$ cat src/rtl/mnist_vote_pkg.sv
// Shared types and constants for the MNIST temporal class voter.
// Hysteresis on publication is enabled by defining MNIST_CLASS_VOTER_HYST_EN.
package mnist_vote_pkg;
  localparam int         CLASS_NUM_DEF = 10;
  localparam logic [3:0] CLS_UNKNOWN   = 4'hF;
  localparam logic [3:0] CLS_NONE_CAND = 4'hE;

  typedef enum logic [1:0] {
    ACCUM  = 2'd0,
    SCAN   = 2'd1,
    DECIDE = 2'd2
  } state_t;
endpackage

$ cat src/rtl/mnist_vote_counter_bank.sv
// Per-class saturating vote counters with synchronous clear and an indexed read port.
module mnist_vote_counter_bank #(
  parameter int CLASS_NUM     = 10,
  parameter int WINDOW_FRAMES = 8,
  parameter int CNT_W         = 4,
  parameter int IDX_W         = 4
) (
  input  logic                 clk,
  input  logic                 reset,
  input  logic                 cke,
  input  logic                 clr_i,
  input  logic [CLASS_NUM-1:0] inc_i,
  input  logic [IDX_W-1:0]     idx_i,
  output logic [CNT_W-1:0]     cnt_o
);
  logic [CNT_W-1:0] cnt_q [CLASS_NUM];
  logic [CNT_W-1:0] cnt_d [CLASS_NUM];

  always_comb begin
    for (int i = 0; i < CLASS_NUM; i++) begin
      cnt_d[i] = cnt_q[i];
      if (clr_i)
        cnt_d[i] = '0;
      else if (inc_i[i] && (cnt_q[i] != CNT_W'(WINDOW_FRAMES)))
        cnt_d[i] = cnt_q[i] + 1'b1;
    end
  end

  always_ff @(posedge clk) begin
    for (int i = 0; i < CLASS_NUM; i++) begin
      if (reset)
        cnt_q[i] <= '0;
      else if (cke)
        cnt_q[i] <= cnt_d[i];
    end
  end

  always_comb begin
    cnt_o = '0;
    for (int i = 0; i < CLASS_NUM; i++)
      if (idx_i == IDX_W'(i)) cnt_o = cnt_q[i];
  end
endmodule

$ cat src/rtl/mnist_class_voter.sv
// Temporal majority voter: accumulates per-frame class votes, sequential argmax, publishes the winner.
// Define MNIST_CLASS_VOTER_HYST_EN to publish only when two consecutive windows agree.
module mnist_class_voter
  import mnist_vote_pkg::*;
#(
  parameter  int CLASS_NUM     = CLASS_NUM_DEF,
  parameter  int WINDOW_FRAMES = 8,
  parameter  int MIN_VOTES     = 5,
  localparam int CNT_W         = $clog2(WINDOW_FRAMES + 1)
) (
  input  logic                 clk,
  input  logic                 reset,
  input  logic                 cke,
  input  logic                 in_vsync,
  input  logic [CLASS_NUM-1:0] in_class,
  output logic [3:0]           out_class,
  output logic [CLASS_NUM-1:0] out_onehot,
  output logic [CNT_W-1:0]     out_votes,
  output logic                 out_valid,
  output logic                 out_update
);
  localparam int IDX_W = $clog2(CLASS_NUM);

  state_t               state_q, state_d;
  logic [IDX_W-1:0]     idx_q, idx_d;
  logic [CNT_W-1:0]     frame_q, frame_d;
  logic                 vs_q;
  logic                 pend_vld_q, pend_vld_d;
  logic [CLASS_NUM-1:0] pend_cls_q, pend_cls_d;
  logic [CNT_W-1:0]     best_votes_q, best_votes_d;
  logic [3:0]           best_idx_q, best_idx_d;
  logic [3:0]           out_class_q, out_class_d;
  logic [CNT_W-1:0]     out_votes_q, out_votes_d;
  logic                 out_update_q, out_update_d;
  logic [3:0]           cand_q, cand_d;

  logic                 vs_edge, apply, clr;
  logic [CLASS_NUM-1:0] apply_cls;
  logic [CNT_W-1:0]     rd_cnt;
  logic [3:0]           res_cls;

  assign vs_edge = cke & in_vsync & ~vs_q;

  mnist_vote_counter_bank #(
    .CLASS_NUM    (CLASS_NUM),
    .WINDOW_FRAMES(WINDOW_FRAMES),
    .CNT_W        (CNT_W),
    .IDX_W        (IDX_W)
  ) u_bank (
    .clk  (clk),
    .reset(reset),
    .cke  (cke),
    .clr_i(clr),
    .inc_i(apply ? apply_cls : '0),
    .idx_i(idx_q),
    .cnt_o(rd_cnt)
  );

  always_comb begin
    state_d      = state_q;
    idx_d        = idx_q;
    frame_d      = frame_q;
    pend_vld_d   = pend_vld_q;
    pend_cls_d   = pend_cls_q;
    best_votes_d = best_votes_q;
    best_idx_d   = best_idx_q;
    out_class_d  = out_class_q;
    out_votes_d  = out_votes_q;
    out_update_d = 1'b0;
    cand_d       = cand_q;
    apply        = 1'b0;
    apply_cls    = '0;
    clr          = 1'b0;
    res_cls      = (best_votes_q >= CNT_W'(MIN_VOTES)) ? best_idx_q : CLS_UNKNOWN;
    case (state_q)
      ACCUM: begin
        // A held sample always goes first; a simultaneous new edge takes its place.
        if (pend_vld_q) begin
          apply      = 1'b1;
          apply_cls  = pend_cls_q;
          pend_vld_d = vs_edge;
          if (vs_edge) pend_cls_d = in_class;
        end else if (vs_edge) begin
          apply     = 1'b1;
          apply_cls = in_class;
        end
        if (apply) begin
          frame_d = frame_q + 1'b1;
          if (frame_q + 1'b1 == CNT_W'(WINDOW_FRAMES)) begin
            state_d      = SCAN;
            idx_d        = '0;
            best_votes_d = '0;
            best_idx_d   = '0;
          end
        end
      end
      SCAN: begin
        if (vs_edge) begin
          pend_vld_d = 1'b1;
          pend_cls_d = in_class;
        end
        if (rd_cnt > best_votes_q) begin
          best_votes_d = rd_cnt;
          best_idx_d   = 4'(idx_q);
        end
        if (idx_q == IDX_W'(CLASS_NUM - 1))
          state_d = DECIDE;
        else
          idx_d = idx_q + 1'b1;
      end
      DECIDE: begin
        if (vs_edge) begin
          pend_vld_d = 1'b1;
          pend_cls_d = in_class;
        end
        clr          = 1'b1;
        frame_d      = '0;
        state_d      = ACCUM;
        out_update_d = 1'b1;
`ifdef MNIST_CLASS_VOTER_HYST_EN
        if (res_cls == cand_q) begin
          out_class_d = res_cls;
          out_votes_d = best_votes_q;
        end
        cand_d = res_cls;
`else
        out_class_d = res_cls;
        out_votes_d = best_votes_q;
`endif
      end
      default: state_d = ACCUM;
    endcase
  end

  always_ff @(posedge clk) begin
    if (reset) begin
      state_q      <= ACCUM;
      idx_q        <= '0;
      frame_q      <= '0;
      vs_q         <= 1'b1;
      pend_vld_q   <= 1'b0;
      out_class_q  <= CLS_UNKNOWN;
      out_votes_q  <= '0;
      out_update_q <= 1'b0;
      cand_q       <= CLS_NONE_CAND;
    end else if (cke) begin
      state_q      <= state_d;
      idx_q        <= idx_d;
      frame_q      <= frame_d;
      vs_q         <= in_vsync;
      pend_vld_q   <= pend_vld_d;
      out_class_q  <= out_class_d;
      out_votes_q  <= out_votes_d;
      out_update_q <= out_update_d;
      cand_q       <= cand_d;
    end
  end

  // Payload regs are qualified by pend_vld_q / the SCAN entry init, so they need no reset.
  always_ff @(posedge clk) begin
    if (cke) begin
      pend_cls_q   <= pend_cls_d;
      best_votes_q <= best_votes_d;
      best_idx_q   <= best_idx_d;
    end
  end

  always_comb begin
    out_onehot = '0;
    for (int i = 0; i < CLASS_NUM; i++)
      out_onehot[i] = (out_class_q == 4'(i));
  end

  assign out_class  = out_class_q;
  assign out_votes  = out_votes_q;
  assign out_valid  = (out_class_q != CLS_UNKNOWN);
  assign out_update = out_update_q;
endmodule

$ cat config.mk
export PLATFORM = sky130hd
export DESIGN_NAME = mnist_class_voter
export DESIGN_NICKNAME = d
export VERILOG_FILES = /design/src/rtl/mnist_vote_pkg.sv /design/src/rtl/mnist_vote_counter_bank.sv /design/src/rtl/mnist_class_voter.sv
export SDC_FILE = /design/constraint.sdc
export NUM_CORES = 1
export LEC_CHECK = 0
export CAP_MARGIN = 30
export CORE_AREA = 2 2 147 113
export CTS_BUF_LIST = sky130_fd_sc_hd__clkbuf_8
export CTS_CLUSTER_DIAMETER = 60
export DETAILED_ROUTE_END_ITERATION = 8
export DIE_AREA = 0 0 149 115
export PLACE_DENSITY = 0.56
export SLEW_MARGIN = 0
export SYNTH_ARGS = -nofsm -noshare
export SYNTH_HDL_FRONTEND = slang
export SYNTH_SLANG_ARGS = --single-unit
$ cat constraint.sdc
create_clock -name clk -period 3.51 [get_ports clk]
set_input_delay 1.053 -clock clk [delete_from_list [all_inputs] [get_ports clk]]
set_output_delay 1.053 -clock clk [all_outputs]
set_load 0.03 [all_outputs]
# Word-level counts from Yosys, hierarchy flattened
# Memory sizes are Yosys's and may differ from the RTL's.
# Cells that the tools add are included.
dict set report totals {
  out_inout_bits 20
  reg_bits 39
  memories 1
  ramBits 40
  input_bits 14
}
dict set report classes {
  n_lt_le_gt_ge 2
  n_bitwise 13
  n_eq_ne 39
  addsub 12
  n_reduce_logical 24
  mux 75
}
# name depth width read_ports rd_ports_with_merged_regs wr line
set memory_table {}
lappend memory_table {u_bank.cnt_q 10 4 10 0 10 mnist_vote_counter_bank.sv:16} ;# logic [CNT_W-1:0] cnt_q [CLASS_NUM];
# op count
set op_table {}
lappend op_table {{$mux 4} 47}
lappend op_table {{$mux 10} 6}
lappend op_table {{$add 4x1->4 const B} 12}
lappend op_table {{$ne 4x4->1 const B} 11}
lappend op_table {{$eq 4x3->1 const B} 8}
lappend op_table {{$pmux 4 s2} 4}
lappend op_table {{$eq 4x4->1 const B} 5}
lappend op_table {{$pmux 10 s2} 1}
lappend op_table {{$eq 4x2->1 const B} 4}
lappend op_table {{$mux 1} 12}
lappend op_table {{$ne 2x2->1 const B} 6}
lappend op_table {{$logic_and 1x1->1} 10}
lappend op_table {{$or 1x1->1} 10}
lappend op_table {{$reduce_and 5->1} 2}
lappend op_table {{$reduce_and 3->1} 3}
lappend op_table {{$eq 4x1->1 const B} 2}
lappend op_table {{$logic_not 4->1} 2}
lappend op_table {{$mux 2} 3}
lappend op_table {{$reduce_bool 2->1} 3}
lappend op_table {{$ge 4x3->1 const B} 1}
lappend op_table {{$gt 4x4->1} 1}
lappend op_table {{$pmux 2 s2} 1}
lappend op_table {{$reduce_and 4->1} 1}
lappend op_table {{$and 1x1->1} 2}
lappend op_table {{other kinds (8)} 8}

# Depth between registers and ports, before layout
# Gate-level depths: netlist (run 1).
dict set report logic_depth {
  ltp_word 14
  depth_mapped 15
  depth_no_buf 13
}

# Cells and area by module
# Synthesis (run 1) repeated with hierarchy kept, for this count alone.
dict set report hier_totals {
  hier_cells 441
  area_unflattened_um2 4465.5
}
# module seq_area_each_um2 area_per_inst_um2 cells_each instances
set modules_own_cells {}
lappend modules_own_cells {mnist_vote_counter_bank 1201.2 2474.9 241 1}
lappend modules_own_cells {mnist_class_voter 960.9 1990.7 200 1}

# Worst setup path before layout (run 1)
# OpenSTA, ideal clock, no wires.
dict set report synth_timing {
  path_kind {reg2reg}
  from {register idx_q[1]}
  to {register best_idx_q[0] (enable)}
  setup_slack_ns 0.420
  path_buffers 2
  setup_ns 0.375
  synth_period_minus_slack_ns 3.090
  required_ns 3.135
  arrival_ns 2.714
  path_stages_with_launch 15
  cell_sequence {dfxtp_1 inv_1 ha_1 buf_2 buf_1 a221oi_1 o32ai_1 a21oi_1 nor2_1 ha_1 nor2b_1 o21a_1 o21a_1 o211ai_1 a21oi_1}
}
dict set report synth_via {
  elab_chain_len 14
}
# item line
set synth_lines {}
lappend synth_lines {{start, declared} mnist_class_voter.sv:25} ;# logic [IDX_W-1:0] idx_q, idx_d;
lappend synth_lines {{start signal, assigned} mnist_class_voter.sv:148} ;# idx_q <= idx_d;
lappend synth_lines {{$logic_not 4->1} mnist_vote_counter_bank.sv:41} ;# if (idx_i == IDX_W'(i)) cnt_o = cnt_q[i];
lappend synth_lines {{$mux 4 (9 in a row)} mnist_vote_counter_bank.sv:41}
lappend synth_lines {{$mux 4 (*)} mnist_vote_counter_bank.sv:41}
lappend synth_lines {{via rd_cnt[1]} mnist_class_voter.sv:39} ;# logic [CNT_W-1:0] rd_cnt;
lappend synth_lines {{$gt 4x4->1 (*)} mnist_class_voter.sv:102} ;# if (rd_cnt > best_votes_q) begin
lappend synth_lines {{$ne 2x2->1 (no line) (*)} -}
lappend synth_lines {{$reduce_and 5->1 (no line) (*)} -}
lappend synth_lines {{end signal, assigned} mnist_class_voter.sv:164} ;# best_idx_q <= best_idx_d;
lappend synth_lines {{end, declared} mnist_class_voter.sv:31} ;# logic [3:0] best_idx_q, best_idx_d;
# The timed path passes the listed nets; every way through them passes the cells marked *.
# A chain may end at the register's enable or synchronous reset.

# Worst setup path after layout (run 1)
dict set report layout_timing {
  from {register idx_q[0]}
  to {register best_votes_q[1] (enable)}
}
dict set report layout_via {
  elab_chain_len 14
}
# item line
set layout_lines {}
lappend layout_lines {{$logic_not 4->1} mnist_vote_counter_bank.sv:41}
lappend layout_lines {{$mux 4 (9 in a row)} mnist_vote_counter_bank.sv:41}
lappend layout_lines {{$mux 4 (*)} mnist_vote_counter_bank.sv:41}
lappend layout_lines {{via rd_cnt[1]} mnist_class_voter.sv:39}
lappend layout_lines {{$gt 4x4->1 (*)} mnist_class_voter.sv:102}
lappend layout_lines {{$ne 2x2->1 (no line) (*)} -}
lappend layout_lines {{$reduce_and 5->1 (no line) (*)} -}
lappend layout_lines {{end signal, assigned} mnist_class_voter.sv:163} ;# best_votes_q <= best_votes_d;
lappend layout_lines {{end, declared} mnist_class_voter.sv:30} ;# logic [CNT_W-1:0] best_votes_q, best_votes_d;
# Marked as above.

==> results.json, run 1 <==
{
  "p_switching_w": 0.000504,
  "fill_cells": 1568,
  "peakVddDrop_mv": 0.172,
  "core_mm2": 0.0157,
  "syn_area_mm2": 0.00464,
  "cts_tree": "built",
  "clkPwrFrac": 0.354,
  "grt_start_max_net_pins": 31,
  "final_cell_mix": "edfxtp_1 (58), nor2_1 (49), a21oi_1 (41)",
  "startpoint_type": "flip-flop",
  "cap_viol_max_count": 0,
  "ys_warn_count": 0,
  "final.setup.tns_ns": 0,
  "io_buffer_count": 33,
  "share_seq_of_total_power": 0.551,
  "antenna_found_initial": 0,
  "track_usage": 0.138,
  "p_int_w": 0.00151,
  "yosysUniqueCellTypes": 55,
  "tightest_slew_ns": 0.640,
  "start_util": 0.295,
  "dieHeight_um": 115,
  "overflow": 0,
  "syn_nets": 521,
  "worstSetupEndpointType": "flip-flop",
  "insertion_delay_ns": 0.37,
  "n_antenna_cell": 0,
  "drt_iter0_markers": 383,
  "drt-total-wl_mm": 11.3,
  "regArea_mm2": 0.00216,
  "cts_root_buf": "clkbuf_8",
  "rows": 40,
  "h-tree-depth": 3,
  "die_area_mm2": 0.0171,
  "synth_seq_area_share": 0.466,
  "worst_hold_slack_ns": 0.454,
  "synth_cells": 475,
  "timing.rr.end": "best_votes_q[1]",
  "power_frac_comb": 0.095,
  "worst_ep_required_time_ns": 3.52,
  "power.leakage_nw": 1.97,
  "wire_per_inst_um": 15.6,
  "rsz0062_at_grt": "no",
  "setup_viol": 0,
  "cts_hold_buf": 0,
  "swShare": 0.251,
  "gp_congestion": 0.873,
  "clock_path_buffers": 2,
  "clk_pin_slew_ns": 0.08,
  "crit_start": "idx_q[0]",
  "run_status": "completed",
  "period_share": 0.931,
  "r2r_slack_ns": 0.24,
  "hold_path_class": "reg2reg",
  "min-delay-start": "best_idx_q[3]",
  "postCtsSetupBuffers": 0,
  "fin_crit_ns": 3.27,
  "nets": 558,
  "final_common_cell": "edfxtp_1",
  "pin_count": 34,
  "drcViolationCount": 0,
  "numCtsBuffers": 9,
  "crit_fanout": 11,
  "viasPerCell": 5.03,
  "num_vias": 3657,
  "power_density_mw_per_mm2": 367,
  "dp_hpwl_mm": 8.49,
  "arrival_ns": 3.27,
  "finalMaxSlewViolations": 0,
  "dr.pass1.iters": 5,
  "cts.sink_count": 79,
  "die_width_um": 149,
  "synth_top_cell_by_area": "edfxtp_1",
  "grt_pass1_wl_mm": 18.3,
  "drive_above_1_share": 0.0832,
  "grt_pass1_vias": 3438,
  "ys_seq_elements": 79,
  "syn_avg_cell_area_um2": 9.77,
  "synth-edff-count": 58,
  "r2r_cells": 12,
  "synth-async-reset-ratio": 0,
  "min_delay_path_depth": 2,
  "whs_endpoint": "out_class[3]",
  "relSlewSlack": 0.573,
  "multi_input_area_mm2": 0.00225,
  "synth_top_area_share": 0.375,
  "skew_ns": 0.0161,
  "path_class": "reg2reg",
  "synth-main-ff-cell": "edfxtp_1",
  "reg2reg_from": "idx_q[0]",
  "hold_violations": 0,
  "ant_nets": 0,
  "synth_area_leaders": "edfxtp_1 (38%), dfxtp_1 (9.1%), ha_1 (8.6%)",
  "area_delta_synth_final_pct": 18.1,
  "fmax_ghz": 0.306
}
cells in the mapped netlist, types with 5 or more instances:
cell type / n
and2_1: 17
clkbuf_1: 17
nand2b_1: 12
dfxtp_1: 21
o21ai_0: 11
nand4_1: 5
xnor2_1: 14
a21oi_1: 42
nand2_1: 27
ha_1: 32
nand3_1: 12
inv_1: 37
a22o_1: 8
o211ai_1: 8
nor3_1: 12
o21a_1: 6
nand3b_1: 7
nor2_1: 49
o22ai_1: 8
a22oi_1: 9
edfxtp_1: 58
xor2_1: 7
area by class of cell:
cell class / count / share of cell area
Clock inverter: 5 / 0.0100
Clock buffer: 11 / 0.0276
Tap cell: 210 / 0.0480
Multi-Input combinational cell: 334 / 0.410
Sequential cell: 79 / 0.395
Inverter: 39 / 0.0267
Timing Repair Buffer: 49 / 0.0829
power groups by stage:
stage          clock network [W]  registers, W  logic, W
2_1_floorplan                  0       0.00111  0.000129
3_3_place_gp                   0       0.00113  0.000182
3_5_place_dp                   0       0.00113  0.000191
4_1_cts                 0.000731       0.00111  0.000192
5_1_grt                 0.000767       0.00111  0.000216
6_report                0.000712       0.00111  0.000191
logic make-up after synthesis:
kind of cell             after synthesis  share of synthesized area
AND/OR/NAND/NOR                      158                      0.174
AO/OA/AOI/OAI                        121                      0.177
flip-flops                            79                      0.466
buffers and inverters                 62                     0.0520
adder cells (fa/ha/maj)               32                     0.0863
XOR/XNOR                              21                     0.0396
multiplexers                           2                    0.00432
sequential cells by signal, summed over array words and instances, names as in the netlist:
name,flops
out_update,1
vs_q,1
idx_q,4
pend_vld_q,1
frame_q,4
out_class,4
best_idx_q,4
state_q,2
out_votes,4
pend_cls_q,10
u_bank.cnt_q,40
best_votes_q,4
worst max-delay path: stages (launching register included):
cell and delay, ns:
dfxtp_1 0.36, inv_1 0.11, ha_1 0.40, nand3b_1 0.31
a22o_1 0.26, a21oi_1 0.21, nor2_1 0.07, ha_1 0.28
nor2b_1 0.13, o21a_1 0.13, o21a_1 0.11, o211ai_1 0.10
a21oi_2 0.44
per-layer routing:
| layer | track usage | vias to the layer above | share of wire |
|---|---|---|---|
| met5 | 0 | - | 0 |
| met4 | 0.0356 | 0 | 0.011 |
| met3 | 0.0440 | 9 | 0.055 |
| met2 | 0.189 | 80 | 0.42 |
| met1 | 0.207 | 1788 | 0.52 |
| li1 | - | 1780 | - |
through the flow:
| step | worst slack (ns) | area [µm²] | power (W) | std cells | util |
|---|---|---|---|---|---|
| after floorplan | 0.420 | 4640 | 0.00124 | 475 | - |
| after global routing | 0.0187 | 5480 | 0.00210 | 727 | 0.349 |
| after detailed placement | -0.0688 | 5270 | 0.00132 | 711 | 0.335 |
| after global placement | 0.132 | 5260 | 0.00131 | 710 | 0.334 |
| final | 0.242 | 5480 | 0.00201 | 727 | 0.349 |
| after CTS | 0.143 | 5480 | 0.00203 | 727 | 0.348 |
how the worst max path moves through the flow:
stage	end	cells after the start	slack, ns
2_1_floorplan	best_idx_q[0]	14	0.42
3_3_place_gp	best_idx_q[3]	13	0.13
3_5_place_dp	best_votes_q[2]	13	-0.07
4_1_cts	best_votes_q[2]	13	0.14
5_1_grt	best_votes_q[2]	12	0.02
6_report	best_votes_q[1]	12	0.24
what timing repair did:
| item | in CTS | in global routing |
|---|---|---|
| gates resized for setup | 1 | 1 |
| pin swaps | 0 | 0 |
| endpoints found under the setup margin | 8 | 8 |
(Power assumes the default switching activity.)
==> run 2, diff against run 1 <==
CORE_AREA = 4 4 149 115   (was 2 2 147 113)
DIE_AREA = 0 0 153 119   (was 0 0 149 115)
MAX_ROUTING_LAYER = met4   (was unset)
==> results.json, run 2 (synthesis gave the netlist of run 1 again) <==
{
  "run_status": "completed",
  "finalMaxSlewViolations": 0,
  "final_common_cell": "edfxtp_1",
  "clock_path_buffers": 2,
  "die_width_um": 153,
  "setup_viol": 0,
  "grt_start_max_net_pins": 31,
  "postCtsSetupBuffers": 0,
  "rsz0062_at_grt": "no",
  "area_delta_synth_final_pct": 17.0,
  "io_buffer_count": 33,
  "dr_wl_met3_um": 758,
  "crit_fanout": 10,
  "skew_ns": 0.00984,
  "antenna_found_initial": 0,
  "track_usage": 0.132,
  "viasPerCell": 4.98,
  "power_density_mw_per_mm2": 369,
  "clk_pin_slew_ns": 0.08,
  "die_area_mm2": 0.0182,
  "n_antenna_cell": 0,
  "numCtsBuffers": 9,
  "cts_root_buf": "clkbuf_8",
  "reg.largest.list": "u_bank.cnt_q (40), pend_cls_q (10)",
  "fin_crit_ns": 3.23,
  "core_mm2": 0.0157,
  "drt-met1-wl_mm": 5.72,
  "rows": 40,
  "arrival_ns": 3.35,
  "dieHeight_um": 119,
  "highest_layer": "met4",
  "overflow": 0,
  "start_util": 0.295,
  "startpoint_type": "flip-flop",
  "top_register": "u_bank.cnt_q",
  "relSlewSlack": 0.574,
  "wire_per_inst_um": 15.6,
  "worst_ep_required_time_ns": 3.63,
  "grt_pass1_vias": 3486,
  "drt_iter0_markers": 244,
  "num_vias": 3589,
  "nets": 553,
  "path_class": "reg2reg",
  "ant_nets": 0,
  "dr.pass1.iters": 4,
  "drt-total-wl_mm": 11.3,
  "cts_tree": "built",
  "h-tree-depth": 3,
  "pin_count": 34,
  "worstSetupEndpointType": "flip-flop",
  "wl_met2_mm": 4.66,
  "period_share": 0.920,
  "final.setup.tns_ns": 0,
  "dp_hpwl_mm": 8.21,
  "hold_path_class": "reg2reg",
  "drcViolationCount": 0,
  "drive_above_1_share": 0.0665,
  "peakVddDrop_mv": 0.168,
  "fin_util": 0.345,
  "grt_pass1_wl_mm": 18.7,
  "cap_viol_max_count": 0,
  "fmax_ghz": 0.310,
  "hold_violations": 0,
  "gp_congestion": 0.834,
  "insertion_delay_ns": 0.37,
  "power.leakage_nw": 1.94,
  "tightest_slew_ns": 0.638,
  "cts.sink_count": 79,
  "largest_reg_flops": 40,
  "final_cell_mix": "edfxtp_1 (58), nor2_1 (49), a21oi_1 (42)"
}
-- run 2: timing repair --
item / 4_1_cts / 5_1_grt
gates resized for setup: 0 / 1
hold buffers: 0 / 0
endpoints found under the hold margin: 0 / 0
endpoints found under the setup margin: 0 / 8
-- run 2: through the flow --
stage	hold slack [ns]	cells	setup slack (ns)	total power [W]	cell area (µm²)
global placement	0.447	706	0.347	0.00130	5230
floorplan	0.438	475	0.420	0.00124	4640
finish	0.459	721	0.279	0.00200	5430
global route	0.490	721	0.0636	0.00211	5430
CTS	0.464	721	0.234	0.00203	5430
detailed placement	0.452	706	0.262	0.00131	5230
-- run 2: power breakdown --
group / leakage (nW) / switching [W] / internal (W)
clock: 0.108 / 0.000321 / 0.000389
sequential: 0.764 / 0.0000535 / 0.00105
combinational: 1.07 / 0.000103 / 0.0000838
-- run 2: final cells by class --
class / instances / area, µm²
fill: 1601 / 10300
multi-input combinational: 334 / 2240
sequential: 79 / 2160
timing repair buffer: 44 / 413
tap: 210 / 263
inverter: 39 / 146
clock buffer: 9 / 124
clock inverter: 6 / 77.6
-- run 2: critical path: stages (launching register included) --
cell	delay (ns)
dfxtp_1	0.41
ha_1	0.45
nor2b_1	0.38
a22oi_1	0.16
o32ai_1	0.16
a21oi_1	0.14
nor2_1	0.11
ha_1	0.25
nor2b_1	0.14
o21a_1	0.17
o21a_1	0.16
o211ai_1	0.17
a21oi_1	0.09
buf_4	0.19
-- run 2: final timing paths --
kind | cells past startpoint | slack (ns) | to | startpoint
worst max register to register | 13 | 0.28 | best_idx_q[2] | idx_q[1]
worst min register to register | 2 | 0.46 | out_update | out_update
worst max-delay path | 13 | 0.28 | best_idx_q[2] | idx_q[1]
worst min-delay path | 2 | 0.46 | out_update | out_update
-- run 2: metal layers --
layer,vias up,GRT usage
li1,1766,-
met1,1726,0.189
met2,86,0.175
met3,11,0.0494
met4,0,0.0328
met5,-,-
